## config.mk

```make
export PLATFORM = sky130hd
export DESIGN_NAME = acquisition_scheduler
export DESIGN_NICKNAME = d
export VERILOG_FILES = /design/src/rtl/acquisition_scheduler.sv
export SDC_FILE = /design/constraint.sdc
export NUM_CORES = 1
export LEC_CHECK = 0
export BUFFER_PORTS_ARGS = -buffer_cell sky130_fd_sc_hd__buf_2
export CAP_MARGIN = 20
export CELL_PAD_IN_SITES_DETAIL_PLACEMENT = 1
export CELL_PAD_IN_SITES_GLOBAL_PLACEMENT = 1
export CORE_UTILIZATION = 42
export DETAILED_ROUTE_END_ITERATION = 12
export HOLD_SLACK_MARGIN = 0.15
export PLACE_DENSITY = 0.86
export SLEW_MARGIN = 5
export SYNTH_ARGS = -nofsm -noshare
export SYNTH_HDL_FRONTEND = slang
export SYNTH_SLANG_ARGS = --single-unit
```

## constraint.sdc

```tcl
create_clock -name CLK -period 2.7 [get_ports CLK]
set_clock_uncertainty 0.15 [all_clocks]
set_input_delay 0.135 -clock CLK [delete_from_list [all_inputs] [get_ports CLK]]
set_output_delay 0.135 -clock CLK [all_outputs]
set_load 0.02 [all_outputs]
```

## src/rtl/acquisition_scheduler.sv

```systemverilog
// Acquisition sequencer: per transmit burst, skip a range-gate delay, gate ADC samples into
// storage, and after the programmed number of bursts hand the frame to the output interface.
module acquisition_scheduler #(
    parameter int DELAY_WIDTH    = 16,
    parameter int GATE_SCALE     = 16,
    parameter int TIMEOUT_CYCLES = 1048576
) (
    input  logic                   CLK,
    input  logic                   RESET,
    input  logic                   ENABLE,
    input  logic                   TX_START,
    input  logic                   SAMPLE_STB,
    input  logic [DELAY_WIDTH-1:0] GATE_DELAY,
    input  logic [7:0]             GATE_LENGTH,
    input  logic [7:0]             BURSTS,
    input  logic                   READY2WRITE,
    input  logic                   READY2READ,
    input  logic                   FRAME_DONE,
    output logic                   WRITE_EN,
    output logic                   READOUT_EN,
    output logic                   BUSY,
    output logic                   OVERRUN,
    output logic                   TIMEOUT,
    output logic [2:0]             STATE,
    output logic [7:0]             BURST_CNT
);

    localparam int SCALE_W = $clog2(GATE_SCALE);
    localparam int LEN_W   = 8 + SCALE_W + 1;
    localparam int CNT_W   = (DELAY_WIDTH > LEN_W) ? DELAY_WIDTH : LEN_W;
    localparam int WD_W    = $clog2(TIMEOUT_CYCLES) + 1;

    typedef enum logic [2:0] {
        ST_IDLE    = 3'd0,
        ST_WAIT_TX = 3'd1,
        ST_DELAY   = 3'd2,
        ST_CAPTURE = 3'd3,
        ST_WAIT_RD = 3'd4,
        ST_READOUT = 3'd5
    } state_t;

    state_t                 state_reg, state_next;
    logic [CNT_W-1:0]       cnt_reg, cnt_next;
    logic [DELAY_WIDTH-1:0] delay_reg, delay_next;
    logic [7:0]             length_reg, length_next;
    logic [7:0]             bursts_reg, bursts_next;
    logic [7:0]             burst_cnt_reg, burst_cnt_next;
    logic [WD_W-1:0]        wd_reg, wd_next;
    logic                   write_en_reg, write_en_next;
    logic                   readout_en_reg, readout_en_next;
    logic                   busy_reg, busy_next;
    logic                   overrun_reg, overrun_next;
    logic                   timeout_reg, timeout_next;

    logic [CNT_W-1:0] cnt_inc;
    logic [CNT_W-1:0] gate_target;

    assign cnt_inc     = cnt_reg + CNT_W'(1);
    // Latched length is never zero, so the target is at least one GATE_SCALE unit.
    assign gate_target = CNT_W'(length_reg) << SCALE_W;

    always_ff @(posedge CLK or negedge RESET) begin
        if (!RESET) begin
            state_reg      <= ST_IDLE;
            cnt_reg        <= '0;
            delay_reg      <= '0;
            length_reg     <= '0;
            bursts_reg     <= '0;
            burst_cnt_reg  <= '0;
            wd_reg         <= '0;
            write_en_reg   <= 1'b0;
            readout_en_reg <= 1'b0;
            busy_reg       <= 1'b0;
            overrun_reg    <= 1'b0;
            timeout_reg    <= 1'b0;
        end else begin
            state_reg      <= state_next;
            cnt_reg        <= cnt_next;
            delay_reg      <= delay_next;
            length_reg     <= length_next;
            bursts_reg     <= bursts_next;
            burst_cnt_reg  <= burst_cnt_next;
            wd_reg         <= wd_next;
            write_en_reg   <= write_en_next;
            readout_en_reg <= readout_en_next;
            busy_reg       <= busy_next;
            overrun_reg    <= overrun_next;
            timeout_reg    <= timeout_next;
        end
    end

    always_comb begin
        state_next     = state_reg;
        cnt_next       = cnt_reg;
        delay_next     = delay_reg;
        length_next    = length_reg;
        bursts_next    = bursts_reg;
        burst_cnt_next = burst_cnt_reg;
        wd_next        = wd_reg;
        overrun_next   = overrun_reg;
        timeout_next   = timeout_reg;
        write_en_next  = 1'b0;

        if (!ENABLE) begin
            state_next = ST_IDLE;
        end else begin
            case (state_reg)
                ST_IDLE: begin
                    overrun_next   = 1'b0;
                    timeout_next   = 1'b0;
                    burst_cnt_next = '0;
                    state_next     = ST_WAIT_TX;
                end
                ST_WAIT_TX: begin
                    if (TX_START) begin
                        delay_next  = GATE_DELAY;
                        length_next = (GATE_LENGTH == 8'd0) ? 8'd1 : GATE_LENGTH;
                        bursts_next = (BURSTS == 8'd0) ? 8'd1 : BURSTS;
                        cnt_next    = '0;
                        state_next  = (GATE_DELAY == '0) ? ST_CAPTURE : ST_DELAY;
                    end
                end
                ST_DELAY: begin
                    if (TX_START)
                        overrun_next = 1'b1;
                    if (SAMPLE_STB) begin
                        if (cnt_inc == CNT_W'(delay_reg)) begin
                            cnt_next   = '0;
                            state_next = ST_CAPTURE;
                        end else begin
                            cnt_next = cnt_inc;
                        end
                    end
                end
                ST_CAPTURE: begin
                    if (TX_START)
                        overrun_next = 1'b1;
                    if (SAMPLE_STB) begin
                        cnt_next = cnt_inc;
                        if (READY2WRITE)
                            write_en_next = 1'b1;
                        else
                            overrun_next = 1'b1;
                        if (cnt_inc == gate_target) begin
                            burst_cnt_next = burst_cnt_reg + 8'd1;
                            state_next = ((burst_cnt_reg + 8'd1) == bursts_reg) ? ST_WAIT_RD : ST_WAIT_TX;
                        end
                    end
                end
                ST_WAIT_RD: begin
                    if (READY2READ) begin
                        wd_next    = '0;
                        state_next = ST_READOUT;
                    end
                end
                ST_READOUT: begin
                    wd_next = wd_reg + WD_W'(1);
                    if (FRAME_DONE) begin
                        burst_cnt_next = '0;
                        state_next     = ST_WAIT_TX;
                    end else if (wd_reg == WD_W'(TIMEOUT_CYCLES - 1)) begin
                        timeout_next = 1'b1;
                        state_next   = ST_IDLE;
                    end
                end
                default: state_next = ST_IDLE;
            endcase
        end

        // Registered outputs track the state being entered so they align with STATE.
        readout_en_next = (state_next == ST_READOUT);
        busy_next       = (state_next != ST_IDLE) && (state_next != ST_WAIT_TX);
    end

    assign WRITE_EN   = write_en_reg;
    assign READOUT_EN = readout_en_reg;
    assign BUSY       = busy_reg;
    assign OVERRUN    = overrun_reg;
    assign TIMEOUT    = timeout_reg;
    assign STATE      = state_reg;
    assign BURST_CNT  = burst_cnt_reg;

endmodule
```

; Word level (Yosys, flattened, before mapping)
; Index checks and enable logic that the tools add are counted.
[op_classes]
n_addsub = 3
eq_ne = 19
mux = 36
n_reduce_logical = 17
[ops]
columns = cell, n
row1 = 16-bit two-way mux, 4
row2 = 16-bit case mux with 3 select lines, 1
row3 = 21-bit case mux with 2 select lines, 1
row4 = 8-bit two-way mux, 5
row5 = 3-bit two-way mux, 10
row6 = 8-bit case mux with 3 select lines, 1
row7 = 21-bit by 1-bit adder with 21-bit output (second input constant), 1
row8 = 21-bit by 20-bit equality test with 1-bit output (second input constant), 1
row9 = 21-bit two-way mux, 1
row10 = 3-bit case mux with 6 select lines, 1
row11 = 16-bit by 1-bit adder with 16-bit output (second input constant), 1
row12 = 16-bit by 12-bit equality test with 1-bit output, 1
row13 = 16-bit equality test, 1
row14 = 16-bit logical NOT, 1
row15 = 8-bit logical NOT, 2
row16 = 2-bit != test (second input constant), 8
row17 = 3-bit nonzero test, 4
row18 = 1-bit two-way mux, 10
row19 = 5-bit AND reduction, 2
row20 = 3-bit equality test (second input constant), 3
row21 = 8-bit by 1-bit adder with 8-bit output (second input constant), 1
row22 = 8-bit equality test, 1
row23 = 3-bit by 2-bit equality test with 1-bit output (second input constant), 2
row24 = 3-bit AND reduction, 2
row25 = other kinds (9), 10
[totals]
regBits = 85
input_bits = 40
wordCells = 87

; Longest topological paths before layout
[depth]
word_depth = 9
depth_mapped = 11

; Worst setup path before layout
; Ideal clock, no wire load.
[synth_timing]
kind = reg-to-reg
startpoint = reg cnt_reg[0]
endpoint = reg readout_en_reg (netlist: READOUT_EN)
arrival_time_ns = 2.721
required_ns = 2.456
slack_ns = -0.265
path_stages_with_launch = 11
path_buffers = 2
period_less_slack_ns = 2.965
cell_sequence = dfrtp_1 > ha_1 > buf_4 > nand4_2 > nor4_1 > mux2i_1 > nand4_1 > or4_1 > buf_4 > o21a_1 > a211oi_1
[synth_between]
elab_chain_len = 7
elab_cells_between_ends = 10
classes_between = add/sub: 1 / eq/ne: 3 / mux: 6
[synth_lines]
columns = item, line
row1 = from (decl), 43  ; logic [CNT_W-1:0] cnt_reg, cnt_next;
row2 = from (signal assigned), 78  ; cnt_reg <= cnt_next;
row3 = 16-bit by 1-bit adder with 16-bit output *, 58  ; assign cnt_inc = cnt_reg + CNT_W'(1);
row4 = 16-bit by 12-bit equality test with 1-bit output / 16-bit equality test (equally long branches), "144, 127"
row5 = "3-bit two-way mux, on equally long branches", "144, 127"
row6 = "3-bit two-way mux, on equally long branches", "138, 126"
row7 = 3-bit case mux with 6 select lines *, 107  ; case (state_reg)
row8 = 3-bit two-way mux *, 104  ; if (!ENABLE) begin
row9 = 3-bit equality test *, 171  ; readout_en_next = (state_next == ST_READOUT);
row10 = via readout_en_next, 50  ; logic readout_en_reg, readout_en_next;
row11 = to (signal assigned), 85  ; readout_en_reg <= readout_en_next;
row12 = to (decl), 50
; The timed path passes the listed nets; every way through them passes the cells marked *.
; A chain may end at the register's enable or synchronous reset.

; Worst setup path after layout
[layout_timing]
startpoint = reg cnt_reg[6]
endpoint = reg cnt_reg[6]
[layout_between]
elab_chain_len = 5
elab_cells_between_ends = 6
classes_between = add/sub: 1 / eq/ne: 1 / mux: 4
[layout_lines]
columns = item, line
row1 = 16-bit by 1-bit adder with 16-bit output *, 58
row2 = 16-bit equality test, 127  ; if (cnt_inc == CNT_W'(delay_reg)) begin
row3 = 16-bit two-way mux, 127
row4 = 16-bit two-way mux, 126  ; if (SAMPLE_STB) begin
row5 = 16-bit case mux with 3 select lines *, 107
; Mark *: on every way between the ends. The rest lies on a longest branch, timed or not. The select of a mux whose other input is x is not followed.

==> impl_metrics.ini <==
[yosys]
ys.warnings.count = 0
synth_commonest_cells = dfrtp_1, nand2_1, nor2_1, mux2_2
synthAdderAreaFrac = 0.00719
netlist_area_um2 = 5220
synth_xor_area_frac = 0.0904
synth_edf_count = 0
syn_nets = 591
ys_top_cells_by_area = dfrtp_1, mux2_2, xnor2_1
synth_top_cell_by_area = dfrtp_1
yosysSeqAreaShare = 0.407
syn-instance-count = 548
synthMuxAreaShare = 0.0705
synth_area_per_cell_um2 = 9.53
async_flop_share = 1.00
ys_ff_latch = 85
synth_compound_area_frac = 0.152
synth_top_family_by_area = simple AND/OR/NAND/NOR gates
synthSimpleGateAreaFrac = 0.224
synth_cell_types = 67
synth_top_area_frac = 0.407
yosysMostFrequentCell = dfrtp_1
synth_ff_type = dfrtp_1

[critical_path]
crit_path_start_kind = flop
cp-endpoint = cnt_reg[6]
critPathRequiredTime_ps = 2780
cp-end-kind = flop
worstPathArrival_ps = 3190
reg2reg_from = cnt_reg[6]
cp_top_family = compound AO/OA/AOI/OAI gates
crit_cells = 9
path_class = reg2reg
worst_path_most_repeated_cell = a31oi_1
path_max_fanout = 11
slowest_stage = or4_4
critPathMaxStageDelay_ps = 500
crit_chain = buf_4 -> and2_2 -> a31oi_1 -> mux2i_1 -> a2111o_1 -> or4_4 -> buf_12 -> a31oi_1 -> o22ai_1
r2r_slack_ps = -410
timing.rr.end = cnt_reg[6]
crit_path_start = cnt_reg[6]
critPathBufInv = 2
reg2regPathDepth = 9

[timing]
fmax_mhz = 322
finalMaxSlewViolations = 0
fin_ws_ps = -408
min_period_ps = 3110
hold_viol = 0
grt_setup_unrepaired = true
tightest_slew_ps = 625
relSlewSlack = 0.580
setup_violations = 28
fin_crit_sh = 1.15

[min_path]
hold_class = in2async

[global_routing]
grt_use_total = 0.311
grt_pass1_wl_um = 30300
grt_pass1_vias = 5610
grt-ovfl-total = 0
grt_start_max_net_pins = 47
antenna_found_initial = 1

[pwr]
swShare = 0.339
p_seq_frac = 0.395
power_switching_w = 0.00144
p_total_w = 0.00424
p_int_w = 0.00280
pwr-share-comb = 0.289
leakagePower_nw = 3.15
power.density_nw_per_um2 = 571
ir_drop_mv = 0.524
p_clk_frac = 0.316

[floorplanning]
dieHeight_um = 113
initial_core_util = 0.433
die_x_um = 113
ios = 56
rows = 40
coreArea_um2 = 12100
die-area_um2 = 12900

[route]
vias = 5519
drc = 0
avgViaCountPerCell = 6.20
drtAntennaViolNets = 0
drt_iter0_drc = 465
routed_wl_um = 21600
wire_per_inst_um = 24.2
firstDrtPassIters = 6

[place]
place_congestion = 0.935
hpwl_um = 12800
pre_cts_slack_ps = -194
numPortBuffers = 55

[cells_and_area]
drive_gt1_frac = 0.365
final_nets = 759
syn_to_final_growth_pct = 42.1
largest_reg_flops = 21

[clock_network]
cts_buffer_depth = 2
cts_tree = built
clock_latency_ps = 360
cts_root_buf = clkbuf_16
cts_max_level = 3
cts_made_buffers = 9
cts_sinks = 85
clk_pin_slew_ps = 70

[job]
maxCapViolations = 0

[outcome]
violations = negative setup slack
outcome = finished with violations
[stage by stage]
step                      instances  hold slack (ps)  setup TNS (ps)   util  instance area (um2)
final                           890              153           -6640  0.615                 7420
after global routing            890              196           -8310  0.615                 7420
after CTS                       881              156           -1170  0.595                 7180
after detailed placement        819             5.87           -2570  0.518                 6250
after global placement          819            -1.43            -519  0.518                 6250
after floorplan                 548             -311               0      -                 5290
[worst min path at each step]
stage / startpoint / endpoint / slack [ps] / cells after the start
global route: RESET / delay_reg[7] / 200 / 2
CTS: READY2READ / wd_reg[1] / 160 / 3
finish: RESET / delay_reg[7] / 150 / 2
detailed placement: RESET / delay_reg[6] / 6 / 1
global placement: RESET / delay_reg[6] / -1 / 1
floorplan: RESET / BURST_CNT[0] / -310 / 0
[timing repair]
item / CTS / global route
endpoints found under the setup margin: 27 / 30
hold endpoints to repair: 124 / 0
setup buffers: 7 / 7
hold buffers: 39 / 0
pin swaps: 10 / 9
cloned: 0 / 2
gates resized for setup: 36 / 40
[cell families (layout without fill, tap and decap cells)]
| family | after synthesis | count (layout) |
|---|---|---|
| XOR/XNOR | 46 | 46 |
| adder cells (fa/ha/maj) | 3 | 3 |
| multiplexers | 33 | 33 |
| flip-flops | 85 | 85 |
| AO/OA/AOI/OAI | 116 | 116 |
| buffers and inverters | 54 | 226 |
| AND/OR/NAND/NOR | 211 | 212 |
| other | 0 | 1 |
[power groups by stage]
stage          Combinational (W)  Clock, W  Sequential [W]
2_1_floorplan           0.000668         0         0.00161
3_3_place_gp            0.000949         0         0.00165
3_5_place_dp            0.000991         0         0.00166
4_1_cts                  0.00111   0.00133         0.00165
5_1_grt                  0.00129   0.00141         0.00169
6_report                 0.00122   0.00134         0.00167
[metal layers]
| layer | up-vias | track usage | share of wire | routed length (um) |
|---|---|---|---|---|
| li1 | 2374 | - | - | - |
| met1 | 2788 | 0.389 | 0.38 | 8300 |
| met2 | 277 | 0.539 | 0.51 | 11000 |
| met3 | 80 | 0.0372 | 0.061 | 1310 |
| met4 | 0 | 0.142 | 0.044 | 947 |
| met5 | - | 0 | 0 | 0 |
[cell usage in the layout (no fill, tap or decap), types with 5 or more instances in the layout]
cell           count
nand2b_1           5
clkbuf_16          9
nor2_1            33
xnor3_1            5
xnor2_1           22
mux2_2            30
nor4_1             8
and3_1             7
buf_4             79
inv_1             23
nand2_1           35
nor2b_1            8
or3_1             12
dlygate4sd3_1     39
nand3_1           21
a31oi_1           11
nand4_1           19
a21oi_1           17
xor2_1            15
buf_6             10
o21ai_0           13
o21ai_1            7
nor3_1            14
a31oi_2            6
o211ai_1           6
o22ai_1            8
nor4_4             5
buf_2             55
dfrtp_1           82
[area by class of cell]
class	count	area, um2
Multi-Input combinational cell	410	3230
Inverter	23	86.3
Tap cell	168	210
Fill cell	1319	4640
Clock inverter	6	76.3
Antenna cell	1	2.50
Timing Repair Buffer	187	1450
Sequential cell	85	2130
Clock buffer	10	229
(Power assumes the default switching activity.)
